## config.mk

```make
export PLATFORM = sky130hd
export DESIGN_NAME = hazard_unit_flat
export DESIGN_NICKNAME = d
export VERILOG_FILES = /design/src/rtl/hazard_unit_pkg.sv /design/src/rtl/hazard_unit_if.sv /design/src/rtl/hazard_unit_match.sv /design/src/rtl/hazard_unit.sv /design/src/flat_wrapper.sv
export SDC_FILE = /design/constraint.sdc
export NUM_CORES = 1
export LEC_CHECK = 0
export ABC_CLOCK_PERIOD_IN_PS = 2150
export CAP_MARGIN = 20
export CORE_MARGIN = 1
export CORE_UTILIZATION = 46
export DETAILED_ROUTE_END_ITERATION = 10
export HOLD_SLACK_MARGIN = 0.08
export PLACE_DENSITY = 0.75
export SYNTH_ARGS = -nofsm -noshare
export SYNTH_HDL_FRONTEND = slang
export SYNTH_HIERARCHICAL = 1
export SYNTH_SLANG_ARGS = --single-unit
```

## constraint.sdc

```tcl
create_clock -name clk -period 2.15 [get_ports clk]
set_input_delay 0.43 -clock clk [delete_from_list [all_inputs] [get_ports clk]]
set_output_delay 0.43 -clock clk [all_outputs]
set_load 0.05 [all_outputs]
```

## src/rtl/hazard_unit_pkg.sv

```systemverilog
// Shared definitions for the hazard unit and its users.
// Holds the "operand unused" Tuse encoding, the default Tnew per
// instruction class, and the forward-select value that means "read the GRF".
// No ports.
package hazard_unit_pkg;

  // Tuse value meaning the instruction does not read that operand.
  localparam logic [1:0] TUSE_NONE = 2'b11;

  // Cycles after E entry until the result exists, per instruction class.
  localparam logic [1:0] TNEW_ALU  = 2'd1;
  localparam logic [1:0] TNEW_LOAD = 2'd2;
  localparam logic [1:0] TNEW_JAL  = 2'd0;

  // Forward select value for "no forwarding, use the register file".
  localparam int FWD_GRF = 0;

  typedef enum logic [1:0] {
    IC_ALU  = 2'd0,
    IC_LOAD = 2'd1,
    IC_JAL  = 2'd2,
    IC_NONE = 2'd3
  } instr_class_e;

  // Default Tnew for a decoded instruction class; classes that write
  // nothing report 0, the caller gates them with d_wr_en anyway.
  function automatic logic [1:0] class_tnew(input instr_class_e c);
    case (c)
      IC_ALU:  class_tnew = TNEW_ALU;
      IC_LOAD: class_tnew = TNEW_LOAD;
      IC_JAL:  class_tnew = TNEW_JAL;
      default: class_tnew = 2'd0;
    endcase
  endfunction

endpackage

```

## src/rtl/hazard_unit_if.sv

```systemverilog
// Decode-stage <-> hazard unit bundle.
// master : the decode stage; drives the per-instruction control fields and
//          receives stall / forward selects / md_busy.
// slave  : the hazard unit.
// Signals: d_valid, d_rs, d_rt, d_tuse_rs, d_tuse_rt, d_wr_en, d_wr_addr,
//          d_tnew, d_md_start, d_md_use (D -> unit);
//          stall, fwd_rs_sel, fwd_rt_sel, md_busy (unit -> D).
interface hazard_unit_if #(
  parameter int REG_AW = 5,
  parameter int TW     = 2,
  parameter int SW     = 2
);

  logic              d_valid;
  logic [REG_AW-1:0] d_rs;
  logic [REG_AW-1:0] d_rt;
  logic [TW-1:0]     d_tuse_rs;
  logic [TW-1:0]     d_tuse_rt;
  logic              d_wr_en;
  logic [REG_AW-1:0] d_wr_addr;
  logic [TW-1:0]     d_tnew;
  logic              d_md_start;
  logic              d_md_use;

  logic              stall;
  logic [SW-1:0]     fwd_rs_sel;
  logic [SW-1:0]     fwd_rt_sel;
  logic              md_busy;

  modport master (
    output d_valid, d_rs, d_rt, d_tuse_rs, d_tuse_rt,
           d_wr_en, d_wr_addr, d_tnew, d_md_start, d_md_use,
    input  stall, fwd_rs_sel, fwd_rt_sel, md_busy
  );

  modport slave (
    input  d_valid, d_rs, d_rt, d_tuse_rs, d_tuse_rt,
           d_wr_en, d_wr_addr, d_tnew, d_md_start, d_md_use,
    output stall, fwd_rs_sel, fwd_rt_sel, md_busy
  );

endinterface

```

## src/rtl/hazard_unit_match.sv

```systemverilog
// hazard_match: compares one D-stage source register against the DEPTH
// in-flight writer entries (index 0 = stage 1 = E, the youngest).
// Ports:
//   src_i   source register address
//   tuse_i  cycles until the source is needed (all-ones = unused)
//   vld_i / addr_i / tnew_i  per-stage writer entries
//   stall_o winning writer will not have its result in time
//   sel_o   stage number to forward from, 0 = GRF
module hazard_match
  import hazard_unit_pkg::*;
#(
  parameter int DEPTH  = 3,
  parameter int REG_AW = 5,
  parameter int TW     = 2,
  parameter int SW     = 2
) (
  input  logic [REG_AW-1:0]            src_i,
  input  logic [TW-1:0]                tuse_i,
  input  logic [DEPTH-1:0]             vld_i,
  input  logic [DEPTH-1:0][REG_AW-1:0] addr_i,
  input  logic [DEPTH-1:0][TW-1:0]     tnew_i,
  output logic                         stall_o,
  output logic [SW-1:0]                sel_o
);

  logic active;
  logic hit;

  always_comb begin
    stall_o = 1'b0;
    sel_o   = SW'(FWD_GRF);
    hit     = 1'b0;
    // $0 is hard-wired and unused operands never create a dependence.
    active  = (src_i != '0) && (tuse_i != {TW{1'b1}});
    // Scan from the youngest stage; the first match shadows older writers.
    for (int k = 0; k < DEPTH; k++) begin
      if (active && !hit && vld_i[k] && (addr_i[k] == src_i)) begin
        hit     = 1'b1;
        stall_o = (tnew_i[k] > tuse_i);
        // A result that is still being produced is not forwarded from here;
        // the later stage muxes pick it up once it exists.
        sel_o   = (tnew_i[k] == '0) ? SW'(k + 1) : SW'(FWD_GRF);
      end
    end
  end

endmodule

```

## src/rtl/hazard_unit.sv

```systemverilog
// hazard_unit: Tnew/Tuse scoreboard for the pipelined core.
// Tracks register writers through DEPTH stages after decode, produces the
// D-stage stall, rs/rt forward selects, and the mult/div busy interlock.
// Ports:
//   clk    system clock
//   reset  synchronous, active-high; clears all tracking and the md counter
//   bus    hazard_unit_if.slave (D-stage control fields in, stall/fwd/md_busy out)
module hazard_unit
  import hazard_unit_pkg::*;
#(
  parameter int DEPTH  = 3,
  parameter int REG_AW = 5,
  parameter int TW     = 2,
  parameter int MD_LAT = 5,
  parameter int SW     = $clog2(DEPTH + 1)
) (
  input  logic         clk,
  input  logic         reset,
  hazard_unit_if.slave bus
);

  localparam int CW = $clog2(MD_LAT + 1);

  logic [DEPTH-1:0]             vld_q,  vld_d;
  logic [DEPTH-1:0][REG_AW-1:0] addr_q, addr_d;
  logic [DEPTH-1:0][TW-1:0]     tnew_q, tnew_d;
  logic [CW-1:0]                md_cnt_q, md_cnt_d;

  logic          rs_term, rt_term, md_term;
  logic [SW-1:0] rs_sel, rt_sel;
  logic          stall;
  logic          md_busy;

  hazard_match #(
    .DEPTH (DEPTH),
    .REG_AW(REG_AW),
    .TW    (TW),
    .SW    (SW)
  ) u_match_rs (
    .src_i  (bus.d_rs),
    .tuse_i (bus.d_tuse_rs),
    .vld_i  (vld_q),
    .addr_i (addr_q),
    .tnew_i (tnew_q),
    .stall_o(rs_term),
    .sel_o  (rs_sel)
  );

  hazard_match #(
    .DEPTH (DEPTH),
    .REG_AW(REG_AW),
    .TW    (TW),
    .SW    (SW)
  ) u_match_rt (
    .src_i  (bus.d_rt),
    .tuse_i (bus.d_tuse_rt),
    .vld_i  (vld_q),
    .addr_i (addr_q),
    .tnew_i (tnew_q),
    .stall_o(rt_term),
    .sel_o  (rt_sel)
  );

  // D stage: combinational decision from D inputs and the registered entries.
  assign md_busy = (md_cnt_q != '0);
  assign md_term = bus.d_valid & bus.d_md_use & md_busy;
  assign stall   = bus.d_valid & (rs_term | rt_term | md_term);

  assign bus.stall      = stall;
  assign bus.md_busy    = md_busy;
  assign bus.fwd_rs_sel = stall ? SW'(FWD_GRF) : rs_sel;
  assign bus.fwd_rt_sel = stall ? SW'(FWD_GRF) : rt_sel;

  always_comb begin
    vld_d  = '0;
    addr_d = '0;
    tnew_d = '0;
    // A stalled D stage pushes a bubble into stage 1.
    vld_d[0]  = bus.d_valid & bus.d_wr_en & (bus.d_wr_addr != '0) & ~stall;
    addr_d[0] = bus.d_wr_addr;
    tnew_d[0] = bus.d_tnew;
    for (int k = 1; k < DEPTH; k++) begin
      vld_d[k]  = vld_q[k-1];
      addr_d[k] = addr_q[k-1];
      tnew_d[k] = (tnew_q[k-1] == '0) ? '0 : tnew_q[k-1] - TW'(1);
    end
  end

  always_comb begin
    md_cnt_d = md_cnt_q;
    // A start held off by a stall must not restart the busy window.
    if (bus.d_valid & bus.d_md_start & ~stall) begin
      md_cnt_d = CW'(MD_LAT);
    end else if (md_cnt_q != '0) begin
      md_cnt_d = md_cnt_q - CW'(1);
    end
  end

  // Stage 1..DEPTH boundary: control state, cleared by reset.
  always_ff @(posedge clk) begin
    if (reset) begin
      vld_q    <= '0;
      md_cnt_q <= '0;
    end else begin
      vld_q    <= vld_d;
      md_cnt_q <= md_cnt_d;
    end
  end

  // Stage 1..DEPTH boundary: payload, only meaningful where vld_q is set.
  always_ff @(posedge clk) begin
    addr_q <= addr_d;
    tnew_q <= tnew_d;
  end

endmodule

```

## src/flat_wrapper.sv

```systemverilog
// flat-port wrapper written by rule: the top's interface ports become plain ports
module hazard_unit_flat import hazard_unit_pkg::*;
#(
  parameter int DEPTH  = 3,
  parameter int REG_AW = 5,
  parameter int TW     = 2,
  parameter int MD_LAT = 5,
  parameter int SW     = $clog2(DEPTH + 1)
)
  (clk, reset, bus_d_valid, bus_d_rs, bus_d_rt, bus_d_tuse_rs, bus_d_tuse_rt, bus_d_wr_en, bus_d_wr_addr, bus_d_tnew, bus_d_md_start, bus_d_md_use, bus_stall, bus_fwd_rs_sel, bus_fwd_rt_sel, bus_md_busy);
  hazard_unit_if #(.REG_AW(REG_AW), .TW(TW), .SW(SW)) bus_i ();
  input  logic clk;
  input  logic reset;
  input wire logic [$bits(bus_i.d_valid)-1:0] bus_d_valid;
  input wire logic [$bits(bus_i.d_rs)-1:0] bus_d_rs;
  input wire logic [$bits(bus_i.d_rt)-1:0] bus_d_rt;
  input wire logic [$bits(bus_i.d_tuse_rs)-1:0] bus_d_tuse_rs;
  input wire logic [$bits(bus_i.d_tuse_rt)-1:0] bus_d_tuse_rt;
  input wire logic [$bits(bus_i.d_wr_en)-1:0] bus_d_wr_en;
  input wire logic [$bits(bus_i.d_wr_addr)-1:0] bus_d_wr_addr;
  input wire logic [$bits(bus_i.d_tnew)-1:0] bus_d_tnew;
  input wire logic [$bits(bus_i.d_md_start)-1:0] bus_d_md_start;
  input wire logic [$bits(bus_i.d_md_use)-1:0] bus_d_md_use;
  output wire logic [$bits(bus_i.stall)-1:0] bus_stall;
  output wire logic [$bits(bus_i.fwd_rs_sel)-1:0] bus_fwd_rs_sel;
  output wire logic [$bits(bus_i.fwd_rt_sel)-1:0] bus_fwd_rt_sel;
  output wire logic [$bits(bus_i.md_busy)-1:0] bus_md_busy;
  assign bus_i.d_valid = bus_d_valid;
  assign bus_i.d_rs = bus_d_rs;
  assign bus_i.d_rt = bus_d_rt;
  assign bus_i.d_tuse_rs = bus_d_tuse_rs;
  assign bus_i.d_tuse_rt = bus_d_tuse_rt;
  assign bus_i.d_wr_en = bus_d_wr_en;
  assign bus_i.d_wr_addr = bus_d_wr_addr;
  assign bus_i.d_tnew = bus_d_tnew;
  assign bus_i.d_md_start = bus_d_md_start;
  assign bus_i.d_md_use = bus_d_md_use;
  assign bus_stall = bus_i.stall;
  assign bus_fwd_rs_sel = bus_i.fwd_rs_sel;
  assign bus_fwd_rt_sel = bus_i.fwd_rt_sel;
  assign bus_md_busy = bus_i.md_busy;
  hazard_unit #(.DEPTH(DEPTH), .REG_AW(REG_AW), .TW(TW), .MD_LAT(MD_LAT), .SW(SW)) u_core (.clk(clk), .reset(reset), .bus(bus_i));
endmodule
```

==> summary.txt <==
Die W - 62.7 um
count of cell types in the netlist - 33
Comb pwr share - 41.5%
synth warn - 6
largest net degree at the start of global routing - 16
outcome - finished, violations left
Mapped Cells - 177
Cell Area, Synth - 1700 um2
vias in the first global route - 1726
TritonCTS clock tree - done
layout cells sized above 1 - 41.4%
RSZ-0062 raised after global routing - true
CP Data Required Time - 1720 ps
WL/cell - 16.3 um
clock latency on the worst-skew pair - 280 ps
Max-Cap Viols - 0
Die Y - 62.7 um
PortBufs - 32
Synth Area per Inst - 9.58 um2
Yosys top cell by area - dfxtp_1
Synth Flop Type - dfxtp_1
CP endpoint kind - output port
CTS buffer count - 3
FFs w/ async S/R, synth - 0%
initial drt markers - 26
clk sinks - 27
gpl congestion - 0.825
synthesis-to-layout area growth - 52.9%
Clock Skew - 8.08 ps
Leakage Power - 1.09 nW
top-area cell type share of the netlist area - 31.9%
max-slew violations - 0
final wirelength - 4720 um
setup violators final - 5
type of the worst setup path - in -> out
# DRC - 0
Clock Path Buffers - 2
Total GRT Usage - 24.5%
final total power - 0.00154 W
power share of the clock group - 19.3%
sequential area share after synthesis - 31.9%
H-tree Lvls - 1
final worst slack - -550 ps
post-DP HPWL - 3580 um
internal power - 0.000987 W
antenna cells - 0
number of enable flip-flop cells after synthesis - 0
Hold Path Class - reg -> reg
failing checks - negative setup slack
Worst-Margin Slew - 291 ps
Final Hold Fails - 0
Arr. time, crit path - 2270 ps
maximum clock rate - 370 MHz
most common cell in the synthesized netlist - dfxtp_1
Slew HR - 80.6%
Synth top cells by count - dfxtp_1, inv_1, ha_1, xor2_1, xnor2_1
peak supply drop - 0.534 mV
critical path launch point type - input port
final period utilization - 126%
Pre-antenna DRT Iters - 4
Final ANT Viol Nets - 0
first-pass GRT wire length - 7420 um
Switch Pwr - 0.000551 W
Syn Nets - 220
vias - 1519
Rows - 21
die area - 3930 um2
Core Area - 3440 um2
Net Sw Frac - 35.8%
initial antenna violation count - 0
Final min period - 2700 ps
Initial Util - 49.3%
TNS Setup - -2620 ps
Root Buffer Master - clkbuf_8
Reg clk slew, reported paths - 100 ps
sequential share of power - 39.3%
IO Pins - 33
Vias/cell - 5.24
cell area power density - 593 nW/um2
largest fanout on the critical path - 6
Fill cells - 250
cts hold-fix bufs - 0
final core occ - 75.3%
FF+latch count, synth - 27
Final #Nets - 288
remaining global-route overflow - 0
top post-synthesis cells by area - dfxtp_1, ha_1, xor2_1, xnor2_1, inv_1
logic make-up (layout without fill, tap and decap cells):
family,after synthesis,after routing,share of synthesized area (%)
simple gates,47,47,17.9
compound gates,33,33,15.8
xor+xnor,31,31,16.0
flops,27,27,31.9
buf+inv,20,87,4.87
fa+ha+maj,16,16,11.8
mux,3,3,1.77
power groups by stage:
stage	Clock, W	Combinational (W)	Sequential, W
finish	0.000296	0.000638	0.000604
global route	0.000328	0.000695	0.000611
CTS	0.000297	0.000618	0.000599
detailed placement	0	0.000602	0.000608
global placement	0	0.000575	0.000605
floorplan	0	0.000413	0.000597
flip-flops by register name, indices dropped and copies added, names as in the netlist:
register and flops:
u_core/addr_d 10, u_core/tnew_q 6, u_core/addr_q 5, u_core/md_cnt_q 3, u_core/vld_q 3
stage by stage:
| step | setup slack (ps) | instances | area [um2] | hold slack [ps] |
|---|---|---|---|---|
| 4_1_cts | -528 | 289 | 2530 | 392 |
| 2_1_floorplan | -268 | 177 | 1750 | 373 |
| 5_1_grt | -614 | 290 | 2590 | 399 |
| 3_5_place_dp | -954 | 284 | 2390 | 384 |
| 3_3_place_gp | -919 | 284 | 2390 | 382 |
| 6_report | -550 | 290 | 2590 | 387 |
layer usage:
layer  up-vias  part of all wire, %  track usage (%)
met5         -                    0                0
met1       723                   38             24.4
li1        734                    -                -
met3        17                  3.2             3.83
met4         0                  3.7             11.3
met2        45                   55             48.6
path summary, 6_finish.rpt:
kind,slack (ps),depth (start not counted),startpoint,end
worst max-delay path,-550,8,bus_d_rs[4],bus_fwd_rs_sel[1]
worst max register to register,110,8,u_core/addr_d[7],u_core/vld_q[0]
worst min-delay path,390,0,u_core/addr_d[7],u_core/addr_d[12]
worst min register to register,390,0,u_core/addr_d[7],u_core/addr_d[12]
worst max-delay path: stages:
cell and delay [ps]:
clkdlybuf4s15_2 220, or4_4 550, o21ai_4 170, a21o_1 120, a21oi_2 50, a211o_4 380
a21boi_4 200, buf_12 150
layout make-up:
cell class	count	area, um2	share of cell area (%)
multi-input cells	130	1290	49.7
repair buffers	64	581	22.4
flip-flops and latches	27	548	21.1
inverters	19	71.3	2.75
well taps	46	57.6	2.22
clock buffers	3	41.3	1.59
clock inverters	1	5.00	0.193
what timing repair did:
| item | in CTS | in global routing |
|---|---|---|
| setup endpoints to repair | 9 | 6 |
| endpoints found under the hold margin | 0 | 0 |
| resized for setup | 54 | 20 |
| buffers inserted | 1 | 1 |
| pin swaps | 22 | 11 |
placed cells by master (no fill, tap or decap), types with 3 or more instances in the layout:
master           count
xor2_1               9
nor2b_1              4
and2_4               3
clkdlybuf4s50_1     12
a21oi_2              3
xor2_2               6
mux2i_1              3
ha_4                 3
inv_1               17
clkdlybuf4s15_2      3
dfxtp_1             21
dlygate4sd2_1        3
a21oi_1              9
buf_4               31
buf_2                4
nand2_1             11
clkbuf_8             3
dfxtp_2              6
ha_1                13
buf_12               5
a21boi_4             4
nor2_1              12
xnor2_1             13
a31oi_1              4
clkbuf_2             3
Note: power is estimated with default switching activity, not from simulation.
